`config.mk`:
```
export PLATFORM = sky130hd
export DESIGN_NAME = ahb_bus_arbiter_flat
export DESIGN_NICKNAME = d
export VERILOG_FILES = /design/src/rtl/ahb_bus_arbiter_if.sv /design/src/rtl/ahb_bus_arbiter.sv /design/src/flat_wrapper.sv
export SDC_FILE = /design/constraint.sdc
export NUM_CORES = 1
export LEC_CHECK = 0
export CORE_AREA = 2 2 43 45
export DETAILED_ROUTE_END_ITERATION = 8
export DIE_AREA = 0 0 45 47
export HOLD_SLACK_MARGIN = 0.15
export PLACE_DENSITY = 0.73
export SLEW_MARGIN = 10
export SYNTH_ARGS = -nofsm -noshare
export SYNTH_HDL_FRONTEND = slang
export SYNTH_SLANG_ARGS = --single-unit
export TNS_END_PERCENT = 5
```
`constraint.sdc`:
```
create_clock -name clk -period 2.05 [get_ports clk]
set_clock_uncertainty 0.05 [all_clocks]
set_input_delay 0.41 -clock clk [delete_from_list [all_inputs] [get_ports clk]]
set_output_delay 0.41 -clock clk [all_outputs]
set_load 0.01 [all_outputs]
```
`src/rtl/ahb_bus_arbiter_if.sv`:
```
// rtl/ahb_bus_arbiter_if.sv - request, response and grant signals shared by the masters, the slave and the arbiter
interface ahb_bus_arbiter_if;
  logic       busreq_1;
  logic       busreq_2;
  logic       ready;
  logic [1:0] response;
  logic       split_clr_1;
  logic       split_clr_2;
  logic       grant_1;
  logic       grant_2;
  logic [1:0] master_id;
  logic [1:0] split_mask;
  logic       err_pulse;

  // Arbiter side: samples requests and slave status, drives grants.
  modport slave (
    input  busreq_1, busreq_2, ready, response, split_clr_1, split_clr_2,
    output grant_1, grant_2, master_id, split_mask, err_pulse
  );

  // Environment side: masters and slave drive requests and status.
  modport master (
    output busreq_1, busreq_2, ready, response, split_clr_1, split_clr_2,
    input  grant_1, grant_2, master_id, split_mask, err_pulse
  );
endinterface

```
`src/rtl/ahb_bus_arbiter.sv`:
```
// rtl/ahb_bus_arbiter.sv - two-master arbiter with split masking and beat limit; optional macro ARB_ROUND_ROBIN_EN
module ahb_bus_arbiter #(
  parameter int BEAT_MAX = 4
) (
  input  logic            clk,
  input  logic            rst,
  ahb_bus_arbiter_if.slave bus
);

  typedef enum logic [1:0] {
    IDLE = 2'b00,
    OWN1 = 2'b01,
    OWN2 = 2'b10
  } state_t;

  localparam logic [1:0] RESP_ERROR = 2'b01;
  localparam logic [1:0] RESP_RETRY = 2'b10;
  localparam logic [1:0] RESP_SPLIT = 2'b11;
  localparam logic [3:0] BEAT_LAST  = 4'(BEAT_MAX - 1);

  state_t     state_q, state_d;
  logic [3:0] beat_cnt_q, beat_cnt_d;
  logic [1:0] master_id_q, master_id_d;
  logic [1:0] split_mask_q, split_mask_d;
  logic       err_q, err_d;

  logic       elig_1, elig_2;
  logic       owner_req, other_elig;
  state_t     other_state;
  state_t     owner_state;
  state_t     tie_winner;
  state_t     arb_pick;
  logic [1:0] split_set;

  // A master is a candidate only while requesting and not parked by a SPLIT.
  assign elig_1 = bus.busreq_1 & ~split_mask_q[0];
  assign elig_2 = bus.busreq_2 & ~split_mask_q[1];

`ifdef ARB_ROUND_ROBIN_EN
  // Last tenure owner: 0 = master 1, 1 = master 2; starts at master 2 so master 1 wins first.
  logic last_owner_q, last_owner_d;

  // Remember who held the bus most recently; IDLE keeps the previous owner.
  always_comb begin
    last_owner_d = last_owner_q;
    if (state_q == OWN1) last_owner_d = 1'b0;
    else if (state_q == OWN2) last_owner_d = 1'b1;
  end

  // Last-owner register; reset value gives master 1 the first contest.
  always_ff @(posedge clk or posedge rst) begin
    if (rst) last_owner_q <= 1'b1;
    else     last_owner_q <= last_owner_d;
  end

  assign tie_winner = last_owner_q ? OWN1 : OWN2;
`else
  assign tie_winner = OWN1;
`endif

  // Fresh arbitration among eligible masters, used from IDLE.
  always_comb begin
    arb_pick = IDLE;
    if (elig_1 && elig_2) arb_pick = tie_winner;
    else if (elig_1)      arb_pick = OWN1;
    else if (elig_2)      arb_pick = OWN2;
  end

  // Owner-relative view so the boundary rules are written once for both masters.
  always_comb begin
    owner_state = state_q;
    owner_req   = 1'b0;
    other_elig  = 1'b0;
    other_state = IDLE;
    split_set   = 2'b00;
    if (state_q == OWN1) begin
      owner_req   = bus.busreq_1;
      other_elig  = elig_2;
      other_state = OWN2;
      split_set   = 2'b01;
    end else if (state_q == OWN2) begin
      owner_req   = bus.busreq_2;
      other_elig  = elig_1;
      other_state = OWN1;
      split_set   = 2'b10;
    end
  end

  // Next-state, beat counter and mask: grants only move on ready beats while owned.
  always_comb begin
    state_d      = state_q;
    beat_cnt_d   = beat_cnt_q;
    split_mask_d = split_mask_q & ~{bus.split_clr_2, bus.split_clr_1};
    unique case (state_q)
      IDLE: begin
        state_d    = arb_pick;
        beat_cnt_d = 4'd0;
      end
      OWN1, OWN2: begin
        if (bus.ready) begin
          if (bus.response == RESP_SPLIT) begin
            // Owner is parked; the set is OR-ed last so it beats a same-cycle clear.
            split_mask_d = split_mask_d | split_set;
            beat_cnt_d   = 4'd0;
            state_d      = other_elig ? other_state : IDLE;
          end else if (bus.response == RESP_RETRY) begin
            beat_cnt_d = 4'd0;
            state_d    = other_elig ? other_state : owner_state;
          end else if (!owner_req) begin
            beat_cnt_d = 4'd0;
            state_d    = other_elig ? other_state : IDLE;
          end else if (beat_cnt_q == BEAT_LAST && other_elig) begin
            beat_cnt_d = 4'd0;
            state_d    = other_state;
          end else if (beat_cnt_q != BEAT_LAST) begin
            beat_cnt_d = beat_cnt_q + 4'd1;
          end
        end
      end
      default: begin
        state_d    = IDLE;
        beat_cnt_d = 4'd0;
      end
    endcase
  end

  // Data-phase owner follows the address-phase owner one accepted beat later.
  always_comb begin
    master_id_d = master_id_q;
    if (bus.ready) master_id_d = state_q;
  end

  // ERROR is reported for one cycle but otherwise handled like OKAY.
  always_comb begin
    err_d = bus.ready && (bus.response == RESP_ERROR);
  end

  // State and status registers; reset drops every tenure and split mask.
  always_ff @(posedge clk or posedge rst) begin
    if (rst) begin
      state_q      <= IDLE;
      beat_cnt_q   <= 4'd0;
      master_id_q  <= 2'b00;
      split_mask_q <= 2'b00;
      err_q        <= 1'b0;
    end else begin
      state_q      <= state_d;
      beat_cnt_q   <= beat_cnt_d;
      master_id_q  <= master_id_d;
      split_mask_q <= split_mask_d;
      err_q        <= err_d;
    end
  end

  assign bus.grant_1    = (state_q == OWN1);
  assign bus.grant_2    = (state_q == OWN2);
  assign bus.master_id  = master_id_q;
  assign bus.split_mask = split_mask_q;
  assign bus.err_pulse  = err_q;

endmodule

```
`src/flat_wrapper.sv`:
```
// flat-port wrapper written by rule: the top's interface ports become plain ports
module ahb_bus_arbiter_flat 
#(
  parameter int BEAT_MAX = 4
)
  (clk, rst, bus_busreq_1, bus_busreq_2, bus_ready, bus_response, bus_split_clr_1, bus_split_clr_2, bus_grant_1, bus_grant_2, bus_master_id, bus_split_mask, bus_err_pulse);
  ahb_bus_arbiter_if bus_i ();
  input  logic clk;
  input  logic rst;
  input wire logic [$bits(bus_i.busreq_1)-1:0] bus_busreq_1;
  input wire logic [$bits(bus_i.busreq_2)-1:0] bus_busreq_2;
  input wire logic [$bits(bus_i.ready)-1:0] bus_ready;
  input wire logic [$bits(bus_i.response)-1:0] bus_response;
  input wire logic [$bits(bus_i.split_clr_1)-1:0] bus_split_clr_1;
  input wire logic [$bits(bus_i.split_clr_2)-1:0] bus_split_clr_2;
  output wire logic [$bits(bus_i.grant_1)-1:0] bus_grant_1;
  output wire logic [$bits(bus_i.grant_2)-1:0] bus_grant_2;
  output wire logic [$bits(bus_i.master_id)-1:0] bus_master_id;
  output wire logic [$bits(bus_i.split_mask)-1:0] bus_split_mask;
  output wire logic [$bits(bus_i.err_pulse)-1:0] bus_err_pulse;
  assign bus_i.busreq_1 = bus_busreq_1;
  assign bus_i.busreq_2 = bus_busreq_2;
  assign bus_i.ready = bus_ready;
  assign bus_i.response = bus_response;
  assign bus_i.split_clr_1 = bus_split_clr_1;
  assign bus_i.split_clr_2 = bus_split_clr_2;
  assign bus_grant_1 = bus_i.grant_1;
  assign bus_grant_2 = bus_i.grant_2;
  assign bus_master_id = bus_i.master_id;
  assign bus_split_mask = bus_i.split_mask;
  assign bus_err_pulse = bus_i.err_pulse;
  ahb_bus_arbiter #(.BEAT_MAX(BEAT_MAX)) u_core (.clk(clk), .rst(rst), .bus(bus_i));
endmodule
```
Yosys cells after proc, flatten, opt, wreduce, memory -nomap -nowiden
Index checks and enable logic that the tools add are counted.

word-level totals
  bits in registers = 11
  word-level logic and storage cells = 60
  output and inout bits = 7
  bits of input ports = 9

operators by class
  bitwise gates (word level) = 7
  reduce and logical (&&, ||, !) cells = 7
  mux-type cells = 29
  equality and inequality tests = 11
  add/subtract/negate cells = 1

operators by type and width
  kind                                                    count
  2-to-1 mux 2 bit                                        16
  2-to-1 mux 4 bit                                        7
  inequality test 4 x 2 -> 1 bit (second input constant)  2
  equality test 2 bit (second input constant)             3
  inequality test 6 bit (second input constant)           1
  2-to-1 mux 1 bit                                        5
  inequality test 5 bit (second input constant)           1
  adder 4 x 1 -> 4 bit (second input constant)            1
  equality test 2 x 1 -> 1 bit (second input constant)    2
  equality test 4 x 2 -> 1 bit (second input constant)    1
  one-hot mux 2 bit (2 select lines)                      1
  logical AND 1 bit                                       3
  AND reduction 3 bit                                     1
  bitwise AND 1 bit                                       2
  bitwise AND 2 bit                                       1
  zero test 2 bit                                         1
  inequality test 2 bit (second input constant)           1
  inverter 1 bit                                          2
  inverter 2 bit                                          1
  OR 2 bit                                                1
  AND reduction 2 bit                                     1
  OR reduction 2 bit                                      1

Logic depth before layout (Yosys ltp)
Gate-level depths: netlist of the first run.

  word-level depth = 11
  depth in mapped cells = 6
  mapped depth without buffers = 6

Worst setup path before layout of the first run
No wires, ideal clock.

  path kind = register -> register
  start point = register u_core.state_q[1], in the netlist u_core.owner_state[1]
  end point = register u_core.state_q[1], in the netlist u_core.owner_state[1]
  data required time = 1,873 ps
  cell stages (with the launch flop) = 7
  data arrival time = 1,706 ps
  path slack = 167 ps
  clock period less this slack = 1,883 ps
  cells stage by stage = dfrtp_1 -> inv_1 -> ha_1 -> nand3b_1 -> a211oi_1 -> o221a_2 -> mux2_1

on the way
  elaborated cells between the ends (all ways) = 22

RTL lines
  item                                                  line                                                                    text
  start, declared                                       ahb_bus_arbiter.sv:21                                                   state_t state_q, state_d;
  start signal, assigned                                ahb_bus_arbiter.sv:147                                                  state_q <= state_d;
  equality test 2 x 1 -> 1 bit *                        --
  named net bus_grant_1                                 flat_wrapper.sv:16                                                      output wire logic [$bits(bus_i.grant_1)-1:0] bus_grant_1;
  2-to-1 mux 2 bit or 2-to-1 mux 1 bit (tied branches)  ahb_bus_arbiter.sv:76                                                   if (state_q == OWN1) begin
  2-to-1 mux 2 bit (on tied branches)                   ahb_bus_arbiter.sv:105, ahb_bus_arbiter.sv:111, ahb_bus_arbiter.sv:112
  2-to-1 mux 2 bit                                      ahb_bus_arbiter.sv:109                                                  end else if (!owner_req) begin
  2-to-1 mux 2 bit                                      ahb_bus_arbiter.sv:106                                                  end else if (bus.response == RESP_RETRY) begin
  2-to-1 mux 2 bit                                      ahb_bus_arbiter.sv:101                                                  if (bus.response == RESP_SPLIT) begin
  2-to-1 mux 2 bit                                      ahb_bus_arbiter.sv:100                                                  if (bus.ready) begin
  one-hot mux 2 bit (2 select lines)                    ahb_bus_arbiter.sv:94                                                   unique case (state_q)

The timed path passes the listed nets; every way through them passes the cells marked *. The select of a mux whose other input is x is not followed.
A chain may end at the register's enable or synchronous reset.

Worst setup path in the final report of the first run
  start point = register u_core.state_q[0], in the netlist u_core.owner_state[0]
  end point = output port bus_grant_1

on the way
  longest elaborated chain between the ends = 1

RTL lines
  item                          line                    text
  equality test 2 x 1 -> 1 bit  ahb_bus_arbiter.sv:155  assign bus.grant_1 = (state_q == OWN1);
  end, declared                 flat_wrapper.sv:16

Every way passes these cells.

==> impl_metrics.toml, run 1 <==
[outcome]
status = "complete, no violations"

[finish]
nets = 124
diodes = 0
layoutNonFillerInstCount = 125
drive_above_1_share_pct = 15.7
area_delta_synth_final_pct = 33.4

[route]
drtPass1Iterations = 3
drc_errors = 0
viasPerCell = 5.42
drt-initial-drc-count = 4
vias = 677
ant_nets = 0
wl_mm = 1.64
routedWlPerCell_um = 13.1

[global_routing]
grt_pass1_wl_mm = 2.59
overflow = 0
antenna_found_initial = 0
grtUsageTotal_pct = 17.5
grt_max_degree = 12
grt_pass1_vias = 585

[synthesis]
netlist_top_cells_count = "dfrtp_1 (11), nand2_1 (7), a21oi_1 (6), ha_1 (6), inv_1 (6)"
syn-cell-area_um2 = 772
synth.ff_latch_count = 11
synthesis.nets = 99
async_flop_share_pct = 100
ys_seq_area_share_pct = 35.7
synthMuxAreaShare_pct = 5.83
synth-simple-area-share_pct = 28.7
synth_cell_types = 30
synth_warnings = 0
synthTopCellsByArea = "dfrtp_1 (36%), ha_1 (9.7%), nor2b_1 (4.1%), a21oi_1 (3.9%), nand3b_1 (3.9%)"
avgSynthCellArea_um2 = 9.19
synth_fa_ha_area_share_pct = 9.72
synth-xor-area-share_pct = 0
synth.most_common_cell = "dfrtp_1"
synth_top_area_cell = "dfrtp_1"
ys.flop_type = "dfrtp_1"
synth-edff-count = 0
syn-instance-count = 84
synth_top_family_by_area = "simple AND/OR/NAND/NOR gates"
synth_compound_area_share_pct = 16.7
synth_top_area_share_pct = 35.7

[timing]
min_period_ns = 1.96
max_freq_ghz = 0.511
fin_crit_sh_pct = 95.4
rsz0062_at_grt = "false"
maxSlewHeadroom_pct = 72.8
worst_slew_pin_slew_ns = 0.408
setup_viol = 0
worst_slack_ns = 0.0947
hold_viol = 0
slew_violations = 0

[floorplanning]
rows = 15
die_area_um2 = 2120
start_util_pct = 46.7
fp.dieW_um = 45
coreArea_um2 = 1650
num_io_pins = 16
die_h_um = 47

[placed_design]
detailed_place_hpwl_mm = 1.30
place_worst_setup_slack_ns = -0.0325
portBuffers = 15
place_congestion = 0.778
dp_cells = 121

[power]
ir_drop_mv = 0.530
power_frac_clock_pct = 16.5
seqPwrFrac_pct = 32.1
p_sw_uw = 322
comb_power_share_pct = 51.4
swShare_pct = 36.8
intPower_uw = 555
leakagePower_nw = 0.450
power_density_nw_per_um2 = 852

[clock_tree]
cts_buffers = 3
clockBufferDepth = 2
tritoncts = "yes"
clkSlewWorstSetupHoldPaths_ns = 0.07
holdBufCountCts = 0
cts.sinks = 11
cts_root_buf = "clkbuf_4"
htree_num_levels = 1
clock_latency_ns = 0.26
cts_setup_buffers = 0
cts_resized = 3

[setup_path]
reg2reg_to = "u_core.owner_state[0]"
cp_data_required_time_ns = 1.59
cp-end-kind = "output pin"
r2r_slack_ns = 0.13
worstReg2RegStart = "u_core.owner_state[0]"
startpoint_type = "flop"
cp-endpoint = "bus_grant_1"
cp_max_fo = 9
crit_arrival_ns = 1.50
critical_path_class = "flop to output pin"
rr_worst_depth = 6
critPathLaunch = "u_core.owner_state[0]"

[hold_path]
hold_class = "input pin to asynchronous set/reset pin"

[flow_run]
cap_violations = 0
-- cell type report --
cell class              count  area [µm²]
fillers                   125         622
multi-input cells          66         490
flip-flops and latches     11         275
repair buffers             21         194
clock buffers               4        26.3
inverters                   6        22.5
well taps                  17        21.3
-- placed cells by master, fill, tap and decap left out --
master           count
clkdlybuf4s50_1     14
dfrtp_1             11
nand2_1              7
a21oi_1              6
inv_1                6
buf_4                6
nor2b_1              5
o21ai_0              5
nand3b_1             4
nor2_1               4
ha_1                 4
nand2b_1             3
clkbuf_4             3
mux2_2               2
a21o_1               2
and2b_1              2
a31oi_1              2
mux2_1               2
nand3_1              2
nor3b_1              2
and4b_1              1
and3b_2              1
nor3b_2              1
a211oi_2             1
and4bb_1             1
o21ai_1              1
o221a_2              1
and2_1               1
nand4b_1             1
a21boi_0             1
o22ai_1              1
o311ai_0             1
ha_2                 1
ha_4                 1
clkbuf_1             1
dlygate4sd2_1        1
-- state kept, by name, summed over array words and instances, names as in the netlist --
register and count:
u_core.beat_cnt_q 4, u_core.bus.split_mask 2, u_core.bus.master_id 2, u_core.bus.err_pulse 1, u_core.owner_state 2
-- worst max-delay path, stage by stage, from the launching register on --
cell and delay [ns]:
dfrtp_1 0.47, ha_4 0.22, clkdlybuf4s50_1 0.54
-- per-stage QoR --
stage	power [mW]	hold WS [ns]	util, %	cell area (µm²)	setup TNS (ns)
final	0.877	0.377	62.3	1030	0
after global routing	0.939	0.408	62.3	1030	0
after floorplan	0.545	0.212	-	772	0
after global placement	0.712	0.446	59.6	985	0
after CTS	0.866	0.383	61.4	1010	0
after detailed placement	0.720	0.449	59.6	985	-0.0518
-- cell families (layout without fill, tap and decap cells) --
group	after synthesis	after routing
buffers and inverters	7	31
multiplexers	4	4
flip-flops	11	11
AO/OA/AOI/OAI	21	21
adder cells (fa/ha/maj)	6	6
AND/OR/NAND/NOR	35	35
-- per-layer routing --
metal	GRT usage [%]	share of wire [%]	up-vias
met3	2.69	2.8	2
met5	0	0	-
met4	8.82	0.73	0
met2	27.4	46	8
met1	23.7	51	318
li1	-	-	349
-- worst min-delay path by stage --
stage / startpoint / endpoint / slack, ns
after floorplan: rst / u_core.beat_cnt_q[0] / 0.21
after global placement: u_core.bus.master_id[1] / u_core.bus.master_id[1] / 0.45
after detailed placement: u_core.bus.master_id[1] / u_core.bus.master_id[1] / 0.45
after CTS: rst / u_core.bus.split_mask[0] / 0.38
after global routing: rst / u_core.beat_cnt_q[1] / 0.41
final: rst / u_core.beat_cnt_q[1] / 0.38
-- power by group through the flow --
| stage | clock network [mW] | logic (mW) | registers, mW |
|---|---|---|---|
| global placement | 0 | 0.431 | 0.281 |
| detailed placement | 0 | 0.438 | 0.282 |
| global route | 0.158 | 0.493 | 0.287 |
| finish | 0.145 | 0.451 | 0.281 |
| CTS | 0.150 | 0.438 | 0.279 |
| floorplan | 0 | 0.253 | 0.291 |
No activity file was read; power rests on OpenSTA's default activity.
==> inputs of run 2 (changes only) <==
RECOVER_POWER = 25   (was unset)
SKIP_LAST_GASP = 1   (was unset)
==> impl_metrics.toml, run 2 (same netlist as run 1, synthesis figures left out) <==
[global_routing]
grt_pass1_wl_mm = 2.59
grtUsageTotal_pct = 17.5
overflow = 0
grt_pass1_vias = 585
antenna_found_initial = 0
grt_max_degree = 12

[setup_path]
cp_max_fo = 9
r2r_slack_ns = 0.13
cp-end-kind = "output pin"
cp_data_required_time_ns = 1.59
critical_path_class = "flop to output pin"
crit_chain = "inv_1 -> ha_2 -> clkdlybuf4s50_1"
crit_arrival_ns = 1.56
slowest_stage = "clkdlybuf4s50_1"
crit_path_max_incr_delay_ns = 0.56
startpoint_type = "flop"

[clock_tree]
tritoncts = "yes"
clock_latency_ns = 0.26
cts_resized = 2
htree_num_levels = 1
cts_buffers = 3
cts.sinks = 11
cts_root_buf = "clkbuf_4"
cts_setup_buffers = 0
clockBufferDepth = 2
clkSlewWorstSetupHoldPaths_ns = 0.07
holdBufCountCts = 0

[finish]
final_common_cell = "clkdlybuf4s50_1"
layoutNonFillerInstCount = 125
drive_above_1_share_pct = 15.7
mostFrequentLayoutCells = "clkdlybuf4s50_1 (13), dfrtp_1 (10), nand2_1 (7)"
area_delta_synth_final_pct = 32.1
diodes = 0
nets = 124
largest_register_ffs = 4
final_area_um2 = 1020
regMostFlops = "u_core.beat_cnt_q"

[power]
ir_drop_mv = 0.556
leakagePower_nw = 0.458
power_density_nw_per_um2 = 850

[placed_design]
dp_cells = 121
portBuffers = 15
detailed_place_hpwl_mm = 1.30
place_congestion = 0.778
dpl_cell_area_um2 = 985

[floorplanning]
die_h_um = 47
fp.dieW_um = 45
start_util_pct = 46.7
coreArea_um2 = 1650
die_area_um2 = 2120
rows = 15
num_io_pins = 16

[timing]
worst_slew_pin_slew_ns = 0.405
min_period_ns = 2.02
maxSlewHeadroom_pct = 73.0
max_freq_ghz = 0.496
setup_viol = 0
fin_crit_sh_pct = 98.4
hold_viol = 0
slew_violations = 0
setup-tns-final_ns = 0
rsz0062_at_grt = "true"

[route]
drtPass1Iterations = 2
routedWlPerCell_um = 13.2
wl_mm = 1.65
drc_errors = 0
drt-initial-drc-count = 7
vias = 678
viasPerCell = 5.42
ant_nets = 0

[outcome]
status = "complete, no violations"

[flow_run]
cap_violations = 0

[hold_path]
hold_class = "flop to flop"
## run 2: cell type report
cell class	count	area [µm²]
clock buffers	4	26.3
fillers	126	632
inverters	6	22.5
multi-input cells	66	475
flip-flops and latches	11	277
well taps	17	21.3
repair buffers	21	198
## run 2: power by group
part	total, mW	internal, mW	switching [mW]
combinational	0.442	0.223	0.219
clock	0.145	0.0751	0.0697
sequential	0.280	0.253	0.0270
total	0.867	0.552	0.316
## run 2: worst max-delay path: cells and delay by family, from the launching register on
| family | cells | cell delay [ns] |
|---|---|---|
| buf+inv | 2 | 0.65 |
| flops | 1 | 0.39 |
| fa+ha+maj | 1 | 0.26 |
## run 2: metal layers
layer,routed length (µm),GRT usage [%],up-vias
li1,-,-,347
met1,827,23.7,321
met2,771,27.4,8
met3,44,2.69,2
met4,12,8.82,0
met5,0,0,-
## run 2: final timing paths
kind                                         startpoint                       to  cells past startpoint
worst min-delay path            u_core.bus.master_id[1]  u_core.bus.master_id[1]                      1
min in group asynchronous                           rst     u_core.beat_cnt_q[1]                      2
worst max register to register    u_core.owner_state[0]    u_core.owner_state[0]                      5
worst min register to register  u_core.bus.master_id[1]  u_core.bus.master_id[1]                      1
max in group asynchronous                           rst    u_core.owner_state[0]                      2
worst max-delay path              u_core.owner_state[1]              bus_grant_1                      3
## run 2: through the flow
step	power, mW	util (%)	setup slack (ns)	hold slack (ns)
3_3_place_gp	0.712	59.6	0.0141	0.446
5_1_grt	0.929	61.7	-0.0349	0.485
6_report	0.867	61.7	0.0323	0.465
3_5_place_dp	0.720	59.6	-0.0325	0.449
2_1_floorplan	0.545	-	0.167	0.212
4_1_cts	0.873	61.5	-0.0420	0.383
==> inputs of run 3 (changes only) <==
CORE_AREA = 2 2 54 56   (was 2 2 43 45)
DIE_AREA = 0 0 56 58   (was 0 0 45 47)
PLACE_DENSITY = 0.49   (was 0.73)
==> impl_metrics.toml, run 3 (same netlist as run 1, synthesis figures left out) <==
[outcome]
status = "complete, no violations"

[setup_path]
crit_arrival_ns = 1.52
critical_path_class = "flop to output pin"
rr_worst_depth = 6
reg2reg_to = "u_core.owner_state[0]"
cp-end-kind = "output pin"
startpoint_type = "flop"
worstReg2RegStart = "u_core.owner_state[0]"
r2r_slack_ns = 0.18
cp_max_fo = 5
cp_data_required_time_ns = 1.59

[global_routing]
grt_pass1_wl_mm = 2.95
gr-usage-met1_pct = 16.1
met2_usage_pct = 17.3
grt_pass1_vias = 678
overflow = 0
antenna_found_initial = 0
grtUsageTotal_pct = 11.9
grt_max_degree = 12
top_usage_layer = "met2"
grt_use_met3_pct = 2.01

[hold_path]
hold_class = "flop to flop"
holdCritStartpoint = "u_core.bus.master_id[0]"
whs_path_depth = 1
hold_end = "u_core.bus.master_id[0]"

[floorplanning]
rows = 19
start_util_pct = 29.0
num_io_pins = 16
fp.dieW_um = 56
die_area_um2 = 3250
die_h_um = 58
coreArea_um2 = 2660

[timing]
maxSlewHeadroom_pct = 73.7
rsz0062_at_grt = "true"
setup_viol = 0
worst_slew_pin_slew_ns = 0.395
hold_ws_ns = 0.460
max_freq_ghz = 0.505
slew_violations = 0
worst_slack_ns = 0.0717
min_period_ns = 1.98
hold_viol = 0
fin_crit_sh_pct = 96.5

[placed_design]
place_congestion = 0.773
detailed_place_hpwl_mm = 1.38
portBuffers = 15
place_worst_setup_slack_ns = -0.0117

[route]
ant_nets = 0
viasPerCell = 4.89
routedWlPerCell_um = 12.5
drc_errors = 0
drt-initial-drc-count = 8
vias = 685
wl_mm = 1.75
drtPass1Iterations = 3

[finish]
final_common_cell = "clkdlybuf4s50_1"
n_fill_cell = 292
area_delta_synth_final_pct = 37.8
mostFrequentLayoutCells = "clkdlybuf4s50_1 (13), dfrtp_1 (11), nand2_1 (7), buf_4 (7), a21oi_1 (6)"
multi_input_area_um2 = 495
fin_util_pct = 39.9
regMostFlops = "u_core.beat_cnt_q"
diodes = 0
nets = 125
largest_register_ffs = 4
final-seq-area_um2 = 275
drive_above_1_share_pct = 16.5

[clock_tree]
clkSlewWorstSetupHoldPaths_ns = 0.07
tritoncts = "yes"
cts.sinks = 11
cts_setup_buffers = 0
clockBufferDepth = 2
cts_buffers = 3
cts_root_buf = "clkbuf_4"
htree_num_levels = 1
holdBufCountCts = 0
clock_latency_ns = 0.26

[power]
ir_drop_mv = 0.431
leakagePower_nw = 0.469
power_density_nw_per_um2 = 855

[flow_run]
cap_violations = 0
==> run 3: changes by cell type in the layout (fill, tap and decap cells not counted), sizes merged <==
cell  previous run  this run
buf              6         7
==> run 3: final cells by class <==
type | count | share of cell area (%)
Inverter | 6 | 2.12
Timing Repair Buffer | 22 | 19.3
Clock buffer | 4 | 2.47
Multi-Input combinational cell | 66 | 46.6
Sequential cell | 11 | 25.9
Tap cell | 31 | 3.65
==> run 3: critical path: stages (launching register included) <==
cell,delay (ns)
dfrtp_1,0.44
inv_2,0.12
ha_4,0.17
clkdlybuf4s50_1,0.53
==> run 3: worst max path at each step <==
stage,from,endpoint,slack (ns)
3_5_place_dp,bus_busreq_2,u_core.owner_state[0],-0.01
2_1_floorplan,u_core.owner_state[1],u_core.owner_state[1],0.17
3_3_place_gp,bus_busreq_2,u_core.owner_state[0],-0.0009
6_report,u_core.owner_state[0],bus_grant_2,0.07
5_1_grt,u_core.owner_state[0],bus_grant_2,-0.007
4_1_cts,u_core.owner_state[1],bus_grant_1,-0.03
==> run 3: where the power goes <==
| part | switching [mW] | internal, mW | total (mW) |
|---|---|---|---|
| logic | 0.240 | 0.251 | 0.491 |
| registers | 0.0269 | 0.252 | 0.279 |
| clock network | 0.0643 | 0.0750 | 0.139 |
| total | 0.331 | 0.578 | 0.909 |
==> run 3: metrics by stage <==
| stage | power (mW) | area (µm²) | cells | TNS, ns |
|---|---|---|---|---|
| 3_3_place_gp | 0.745 | 1010 | 136 | -0.000898 |
| 6_report | 0.909 | 1060 | 140 | 0 |
| 4_1_cts | 0.895 | 1040 | 140 | -0.0329 |
| 3_5_place_dp | 0.745 | 1010 | 136 | -0.0205 |
| 5_1_grt | 0.991 | 1060 | 140 | -0.00652 |
| 2_1_floorplan | 0.545 | 772 | 84 | 0 |
==> run 3: timing repair <==
action	CTS	global route
endpoints found under the setup margin	2	2
resized for setup	2	4
endpoints found under the hold margin	0	0
==> run 3: metal layers <==
layer,share of wire [%],vias to the layer above
li1,-,351
met1,49,320
met2,46,10
met3,2.1,4
met4,1.9,0
met5,0,-
